`src/rtl/frame_mem_arbiter_if.sv`:
```
// Requester, memory and flow-control signals shared by the frame memory arbiter
// and its environment. The arbiter takes the slave view.
interface frame_mem_arbiter_if #(
  parameter int unsigned ADDR_W = 13,
  parameter int unsigned DATA_W = 24
);
  // display fetch (read requester)
  logic              rd_req;
  logic [ADDR_W-1:0] rd_addr;
  logic              rd_grant;
  logic              rd_valid;
  logic [DATA_W-1:0] rd_data;

  // pixel-update engine (write requester)
  logic              wr_req;
  logic [ADDR_W-1:0] wr_addr;
  logic [DATA_W-1:0] wr_data;
  logic              wr_grant;

  // pixel FIFO flow control
  logic              fifo_afull;

  // single-port frame memory
  logic [ADDR_W-1:0] mem_addr;
  logic              mem_we;
  logic [DATA_W-1:0] mem_wdata;
  logic [DATA_W-1:0] mem_rdata;

  modport slave (
    input  rd_req, rd_addr, wr_req, wr_addr, wr_data, fifo_afull, mem_rdata,
    output rd_grant, rd_valid, rd_data, wr_grant, mem_addr, mem_we, mem_wdata
  );

  modport master (
    output rd_req, rd_addr, wr_req, wr_addr, wr_data, fifo_afull, mem_rdata,
    input  rd_grant, rd_valid, rd_data, wr_grant, mem_addr, mem_we, mem_wdata
  );
endinterface

```
`src/rtl/frame_mem_arbiter.sv`:
```
// Arbitrates the single-port frame memory between display reads (default winner)
// and updater writes, which get bounded bursts on starvation or FIFO almost-full.
module frame_mem_arbiter #(
  parameter int unsigned ADDR_W   = 13,
  parameter int unsigned DATA_W   = 24,
  parameter int unsigned MAX_WAIT = 16,
  parameter int unsigned WR_BURST = 4,
  parameter int unsigned RD_LAT   = 1
) (
  input  logic               clk,
  input  logic               rst_n,
  frame_mem_arbiter_if.slave bus
);

  localparam logic [7:0] WAIT_LIM  = 8'(MAX_WAIT - 1);
  localparam logic [3:0] BURST_LIM = 4'(WR_BURST);

  typedef enum logic {
    S_RD_PRI,
    S_WR_BURST
  } state_t;

  state_t              r_state;
  state_t              w_state_nxt;
  logic [7:0]          r_wait_cnt;
  logic [3:0]          r_burst_cnt;
  logic [3:0]          w_burst_inc;
  logic [RD_LAT-1:0]   r_rd_pipe;
  logic [ADDR_W-1:0]   r_mem_addr;
  logic [DATA_W-1:0]   r_mem_wdata;

  logic                w_force;
  logic                w_rd_grant;
  logic                w_wr_grant;
  logic [ADDR_W-1:0]   w_mem_addr;
  logic [DATA_W-1:0]   w_mem_wdata;

  // A pending write is forced through when the display can stall or it has waited too long.
  assign w_force     = bus.fifo_afull || (r_wait_cnt == WAIT_LIM);
  assign w_burst_inc = (r_burst_cnt == 4'hF) ? r_burst_cnt : r_burst_cnt + 4'd1;

  // State register
  always_ff @(posedge clk or negedge rst_n) begin
    if (!rst_n) begin
      r_state <= S_RD_PRI;
    end else begin
      r_state <= w_state_nxt;
    end
  end

  // Next-state logic
  always_comb begin
    w_state_nxt = r_state;
    case (r_state)
      S_RD_PRI: begin
        if (w_wr_grant && w_force) begin
          w_state_nxt = S_WR_BURST;
        end
      end
      S_WR_BURST: begin
        if (!bus.wr_req) begin
          w_state_nxt = S_RD_PRI;
        end else if (!bus.fifo_afull && (w_burst_inc >= BURST_LIM)) begin
          w_state_nxt = S_RD_PRI;
        end
      end
      default: w_state_nxt = S_RD_PRI;
    endcase
  end

  // Output logic: grants are gated while reset is asserted so nothing reaches memory
  always_comb begin
    w_rd_grant = 1'b0;
    w_wr_grant = 1'b0;
    if (rst_n) begin
      case (r_state)
        S_RD_PRI: begin
          if (bus.rd_req && !w_force) begin
            w_rd_grant = 1'b1;
          end else if (bus.wr_req) begin
            w_wr_grant = 1'b1;
          end
        end
        S_WR_BURST: begin
          w_wr_grant = bus.wr_req;
        end
        default: begin
          w_rd_grant = 1'b0;
          w_wr_grant = 1'b0;
        end
      endcase
    end
  end

  always_comb begin
    w_mem_addr  = r_mem_addr;
    w_mem_wdata = r_mem_wdata;
    if (w_rd_grant) begin
      w_mem_addr = bus.rd_addr;
    end else if (w_wr_grant) begin
      w_mem_addr  = bus.wr_addr;
      w_mem_wdata = bus.wr_data;
    end
  end

  assign bus.rd_grant  = w_rd_grant;
  assign bus.wr_grant  = w_wr_grant;
  assign bus.mem_we    = w_wr_grant;
  assign bus.mem_addr  = w_mem_addr;
  assign bus.mem_wdata = w_mem_wdata;
  assign bus.rd_valid  = r_rd_pipe[RD_LAT-1];
  assign bus.rd_data   = bus.mem_rdata;

  // Idle cycles keep the last address/data on the memory pins
  always_ff @(posedge clk or negedge rst_n) begin
    if (!rst_n) begin
      r_mem_addr  <= '0;
      r_mem_wdata <= '0;
    end else begin
      r_mem_addr  <= w_mem_addr;
      r_mem_wdata <= w_mem_wdata;
    end
  end

  always_ff @(posedge clk or negedge rst_n) begin
    if (!rst_n) begin
      r_wait_cnt <= '0;
    end else if (!bus.wr_req || w_wr_grant) begin
      r_wait_cnt <= '0;
    end else if (r_wait_cnt != WAIT_LIM) begin
      r_wait_cnt <= r_wait_cnt + 8'd1;
    end
  end

  always_ff @(posedge clk or negedge rst_n) begin
    if (!rst_n) begin
      r_burst_cnt <= '0;
    end else if (r_state == S_RD_PRI) begin
      if (w_state_nxt == S_WR_BURST) begin
        r_burst_cnt <= 4'd1;
      end
    end else if (w_wr_grant) begin
      r_burst_cnt <= w_burst_inc;
    end
  end

  always_ff @(posedge clk or negedge rst_n) begin
    if (!rst_n) begin
      r_rd_pipe <= '0;
    end else begin
      r_rd_pipe[0] <= w_rd_grant;
      for (int unsigned i = 1; i < RD_LAT; i++) begin
        r_rd_pipe[i] <= r_rd_pipe[i-1];
      end
    end
  end

endmodule
```
`src/flat_wrapper.sv`:
```
// flat-port wrapper written by rule: the top's interface ports become plain ports
module frame_mem_arbiter_flat 
#(
  parameter int unsigned ADDR_W   = 13,
  parameter int unsigned DATA_W   = 24,
  parameter int unsigned MAX_WAIT = 16,
  parameter int unsigned WR_BURST = 4,
  parameter int unsigned RD_LAT   = 1
)
  (clk, rst_n, bus_rd_req, bus_rd_addr, bus_wr_req, bus_wr_addr, bus_wr_data, bus_fifo_afull, bus_mem_rdata, bus_rd_grant, bus_rd_valid, bus_rd_data, bus_wr_grant, bus_mem_addr, bus_mem_we, bus_mem_wdata);
  frame_mem_arbiter_if #(.ADDR_W(ADDR_W), .DATA_W(DATA_W)) bus_i ();
  input  logic clk;
  input  logic rst_n;
  input wire logic [$bits(bus_i.rd_req)-1:0] bus_rd_req;
  input wire logic [$bits(bus_i.rd_addr)-1:0] bus_rd_addr;
  input wire logic [$bits(bus_i.wr_req)-1:0] bus_wr_req;
  input wire logic [$bits(bus_i.wr_addr)-1:0] bus_wr_addr;
  input wire logic [$bits(bus_i.wr_data)-1:0] bus_wr_data;
  input wire logic [$bits(bus_i.fifo_afull)-1:0] bus_fifo_afull;
  input wire logic [$bits(bus_i.mem_rdata)-1:0] bus_mem_rdata;
  output wire logic [$bits(bus_i.rd_grant)-1:0] bus_rd_grant;
  output wire logic [$bits(bus_i.rd_valid)-1:0] bus_rd_valid;
  output wire logic [$bits(bus_i.rd_data)-1:0] bus_rd_data;
  output wire logic [$bits(bus_i.wr_grant)-1:0] bus_wr_grant;
  output wire logic [$bits(bus_i.mem_addr)-1:0] bus_mem_addr;
  output wire logic [$bits(bus_i.mem_we)-1:0] bus_mem_we;
  output wire logic [$bits(bus_i.mem_wdata)-1:0] bus_mem_wdata;
  assign bus_i.rd_req = bus_rd_req;
  assign bus_i.rd_addr = bus_rd_addr;
  assign bus_i.wr_req = bus_wr_req;
  assign bus_i.wr_addr = bus_wr_addr;
  assign bus_i.wr_data = bus_wr_data;
  assign bus_i.fifo_afull = bus_fifo_afull;
  assign bus_i.mem_rdata = bus_mem_rdata;
  assign bus_rd_grant = bus_i.rd_grant;
  assign bus_rd_valid = bus_i.rd_valid;
  assign bus_rd_data = bus_i.rd_data;
  assign bus_wr_grant = bus_i.wr_grant;
  assign bus_mem_addr = bus_i.mem_addr;
  assign bus_mem_we = bus_i.mem_we;
  assign bus_mem_wdata = bus_i.mem_wdata;
  frame_mem_arbiter #(.ADDR_W(ADDR_W), .DATA_W(DATA_W), .MAX_WAIT(MAX_WAIT), .WR_BURST(WR_BURST), .RD_LAT(RD_LAT)) u_core (.clk(clk), .rst_n(rst_n), .bus(bus_i));
endmodule
```
`config.mk`:
```
export PLATFORM = sky130hd
export DESIGN_NAME = frame_mem_arbiter_flat
export DESIGN_NICKNAME = d
export VERILOG_FILES = /design/src/rtl/frame_mem_arbiter_if.sv /design/src/rtl/frame_mem_arbiter.sv /design/src/flat_wrapper.sv
export SDC_FILE = /design/constraint.sdc
export NUM_CORES = 1
export LEC_CHECK = 0
export ABC_AREA = 0
export CORE_MARGIN = 2
export CORE_UTILIZATION = 41
export CTS_CLUSTER_SIZE = 12
export DETAILED_ROUTE_END_ITERATION = 16
export PLACE_DENSITY = 0.95
export RECOVER_POWER = 25
export SETUP_SLACK_MARGIN = 0.2
export SYNTH_ARGS = -nofsm -noshare
export SYNTH_HDL_FRONTEND = slang
export SYNTH_SLANG_ARGS = --single-unit
```
`constraint.sdc`:
```
create_clock -name clk -period 4.05 [get_ports clk]
set_input_delay 0.81 -clock clk [delete_from_list [all_inputs] [get_ports clk]]
set_output_delay 0.81 -clock clk [all_outputs]
set_load 0.005 [all_outputs]
```
==> results.py <==
metrics = {
    "power_and_ir_drop": {
        "total_power_mw": 1.25,
        "power.density_nw_per_um2": 370,
        "vdd_drop_max_mv": 0.269,
        "power.leakage_nw": 1.37,
    },
    "drt": {
        "firstDrtPassIters": 4,
        "wl_per_cell_um": 15.4,
        "first_iter_violations": 96,
        "vias_per_cell": 5.02,
        "ant_nets": 0,
        "drc": 0,
        "drt-total-wl_um": 5660,
        "via_count": 1841,
    },
    "clock_tree": {
        "clock-root-buffer": "clkbuf_8",
        "clockBufferDepth": 2,
        "cts_hold_buf": 0,
        "cts_setup_buffers": 0,
        "htree_num_levels": 2,
        "cts_tree": "built",
        "cts_inserted_buffers": 5,
        "clk_latency_ns": 0.30,
        "cts_sinks": 51,
        "path_clk_slew_ns": 0.09,
    },
    "logic_synthesis": {
        "synth.distinct_cells": 37,
        "synthesis.instances": 220,
        "synth_fp_nets": 301,
        "seq_area_frac_synth_pct": 51.4,
        "yosys_warnings": 0,
        "synth_area_um2": 2480,
        "synth_area_per_cell_um2": 11.3,
        "synth_seq_cells": 51,
    },
    "timing": {
        "finalMaxSlewViolations": 0,
        "setup_viol": 0,
        "rsz0062_at_grt": "true",
        "hold_violations": 0,
        "skew_ns": 0.0110,
        "max_slew_margin_pct": 58.9,
        "holdWs_ns": 0.397,
        "worst_pin_slew_ns": 0.617,
        "period_share_pct": 92.9,
        "max_freq_mhz": 266,
        "fin_crit_ns": 3.76,
        "final.setup.tns_ns": 0,
    },
    "floorplanning": {
        "core_um2": 5890,
        "ios": 144,
        "die_h_um": 81.9,
        "fp.dieW_um": 81.9,
        "rows": 28,
        "initial_utilization_pct": 42.2,
        "dieArea_um2": 6700,
    },
    "place": {
        "portBuffers": 95,
        "postPlaceCellArea_um2": 3300,
        "dpl.hpwl_um": 4220,
        "gp_congestion": 0.827,
    },
    "worst_setup_path": {
        "cp.required_ns": 3.24,
        "arrival_ns": 2.95,
        "start_kind": "primary input",
        "worstSetupPathType": "in2out",
        "end_kind": "output port",
        "worstPathMaxFanout": 25,
    },
    "run_status": {
        "status": "complete, no violations",
    },
    "final_layout": {
        "drive_gt1_share_pct": 15.4,
        "final_common_cell": "clkdlybuf4s50_1",
        "fin_util_pct": 57.6,
        "area_delta_synth_final_pct": 36.4,
        "mostFrequentLayoutCells": "clkdlybuf4s50_1, dfrtp_1, mux2_2",
        "finish.instance_area_um2": 3390,
        "nNetsFinal": 372,
        "antenna_cells": 0,
    },
    "global_route": {
        "grt.overflow.total": 0,
        "antenna_found_initial": 0,
        "grt_use_total_pct": 17.1,
        "grt_pass1_wl_um": 8670,
        "grt_max_degree": 50,
        "grt_pass1_vias": 1892,
    },
    "worst_hold_path": {
        "hp-class": "in2async",
    },
    "flow_run": {
        "drv_cap": 0,
    },
}
-- power by group --
part	internal [mW]	leakage, nW	switching, mW
clock network	0.121	0.0402	0.169
registers	0.583	0.618	0.0287
logic	0.224	0.707	0.129
-- stage by stage --
| step | setup WS (ns) | instances |
|---|---|---|
| floorplan | 1.24 | 220 |
| global placement | 0.316 | 359 |
| detailed placement | 0.292 | 359 |
| CTS | 0.283 | 367 |
| global route | 0.197 | 367 |
| finish | 0.288 | 367 |
-- per-layer routing --
layer	vias to the layer above	share of wire (%)	wire length, um	track usage (%)
li1	884	-	-	-
met1	875	40	2270	20.2
met2	72	50	2860	28.9
met3	10	7.3	414	5.60
met4	0	2.1	121	6.17
met5	-	0	0	0
-- path summary, 6_finish.rpt --
path	slack, ns	endpoint	depth (start not counted)	from
worst max-delay path	0.29	bus_mem_wdata[9]	5	bus_fifo_afull
worst min-delay path	0.40	u_core.r_state	1	rst_n
worst max register to register	1.88	u_core.r_mem_wdata[9]	5	u_core.r_wait_cnt[0]
worst min register to register	0.50	u_core.r_mem_wdata[16]	1	u_core.r_mem_wdata[16]
max in group asynchronous	2.71	u_core.r_mem_wdata[3]	2	rst_n
min in group clk	0.50	u_core.r_mem_wdata[16]	1	u_core.r_mem_wdata[16]
-- critical path, cell delays in order --
cell and delay (ns):
clkdlybuf4s50_1 0.47, a2111o_2 0.51, nand2_4 0.29, mux2_2 0.40, clkdlybuf4s50_1 0.45
-- synthesized netlist by cell type --
cell type,n,area [um^2]
a211oi_1,2,15.0
nand2_4,1,11.3
nor2_1,19,71.3
xor2_1,4,35.0
a31o_2,1,8.76
buf_2,3,15.0
nand3_1,5,25.0
a211oi_2,1,12.5
a21boi_0,1,7.51
and4_1,1,8.76
buf_4,25,188
nand2_1,19,71.3
and3_4,1,11.3
xnor2_1,2,17.5
nand4_1,2,12.5
nor4_4,1,21.3
inv_1,3,11.3
and2_1,1,6.26
mux2_2,24,270
and4b_1,1,10.0
a31oi_1,1,6.26
o21bai_1,1,7.51
ha_1,2,25.0
a21oi_1,4,20.0
nand3b_1,1,7.51
and3_1,1,6.26
nor3_2,1,10.0
o2bb2ai_1,13,114
buf_6,4,45.0
clkbuf_1,3,11.3
nor3b_2,1,12.5
dfrtp_1,51,1280
nand2b_1,1,6.26
nor3_1,3,15.0
a2111o_2,1,12.5
o21ai_0,14,70.1
a21bo_1,1,10.0
-- registers in the layout, summed over array words and instances (netlist names) --
| signal | count |
|---|---|
| u_core.r_wait_cnt | 8 |
| u_core.r_mem_addr | 13 |
| u_core.r_mem_wdata | 24 |
| u_core.r_burst_cnt | 4 |
| u_core.r_state | 1 |
| u_core.bus.rd_valid | 1 |
-- layout make-up --
type,instances,area [um^2]
Fill cell,506,2500
Clock inverter,3,20.0
Clock buffer,5,68.8
Tap cell,75,93.8
Inverter,3,11.3
Timing Repair Buffer,99,975
Multi-Input combinational cell,131,943
Sequential cell,51,1280
-- repair_timing --
action,CTS,global route
gates resized for setup,0,4
hold endpoints to repair,0,0
endpoints found under the setup margin,0,5
-- logic make-up after synthesis --
kind of cell	synth area share [%]
adder cells (fa/ha/maj)	1.01
multiplexers	10.9
AO/OA/AOI/OAI	11.4
flip-flops	51.4
XOR/XNOR	2.11
AND/OR/NAND/NOR	12.3
buffers and inverters	10.9
Note: power is estimated with default switching activity, not from simulation.
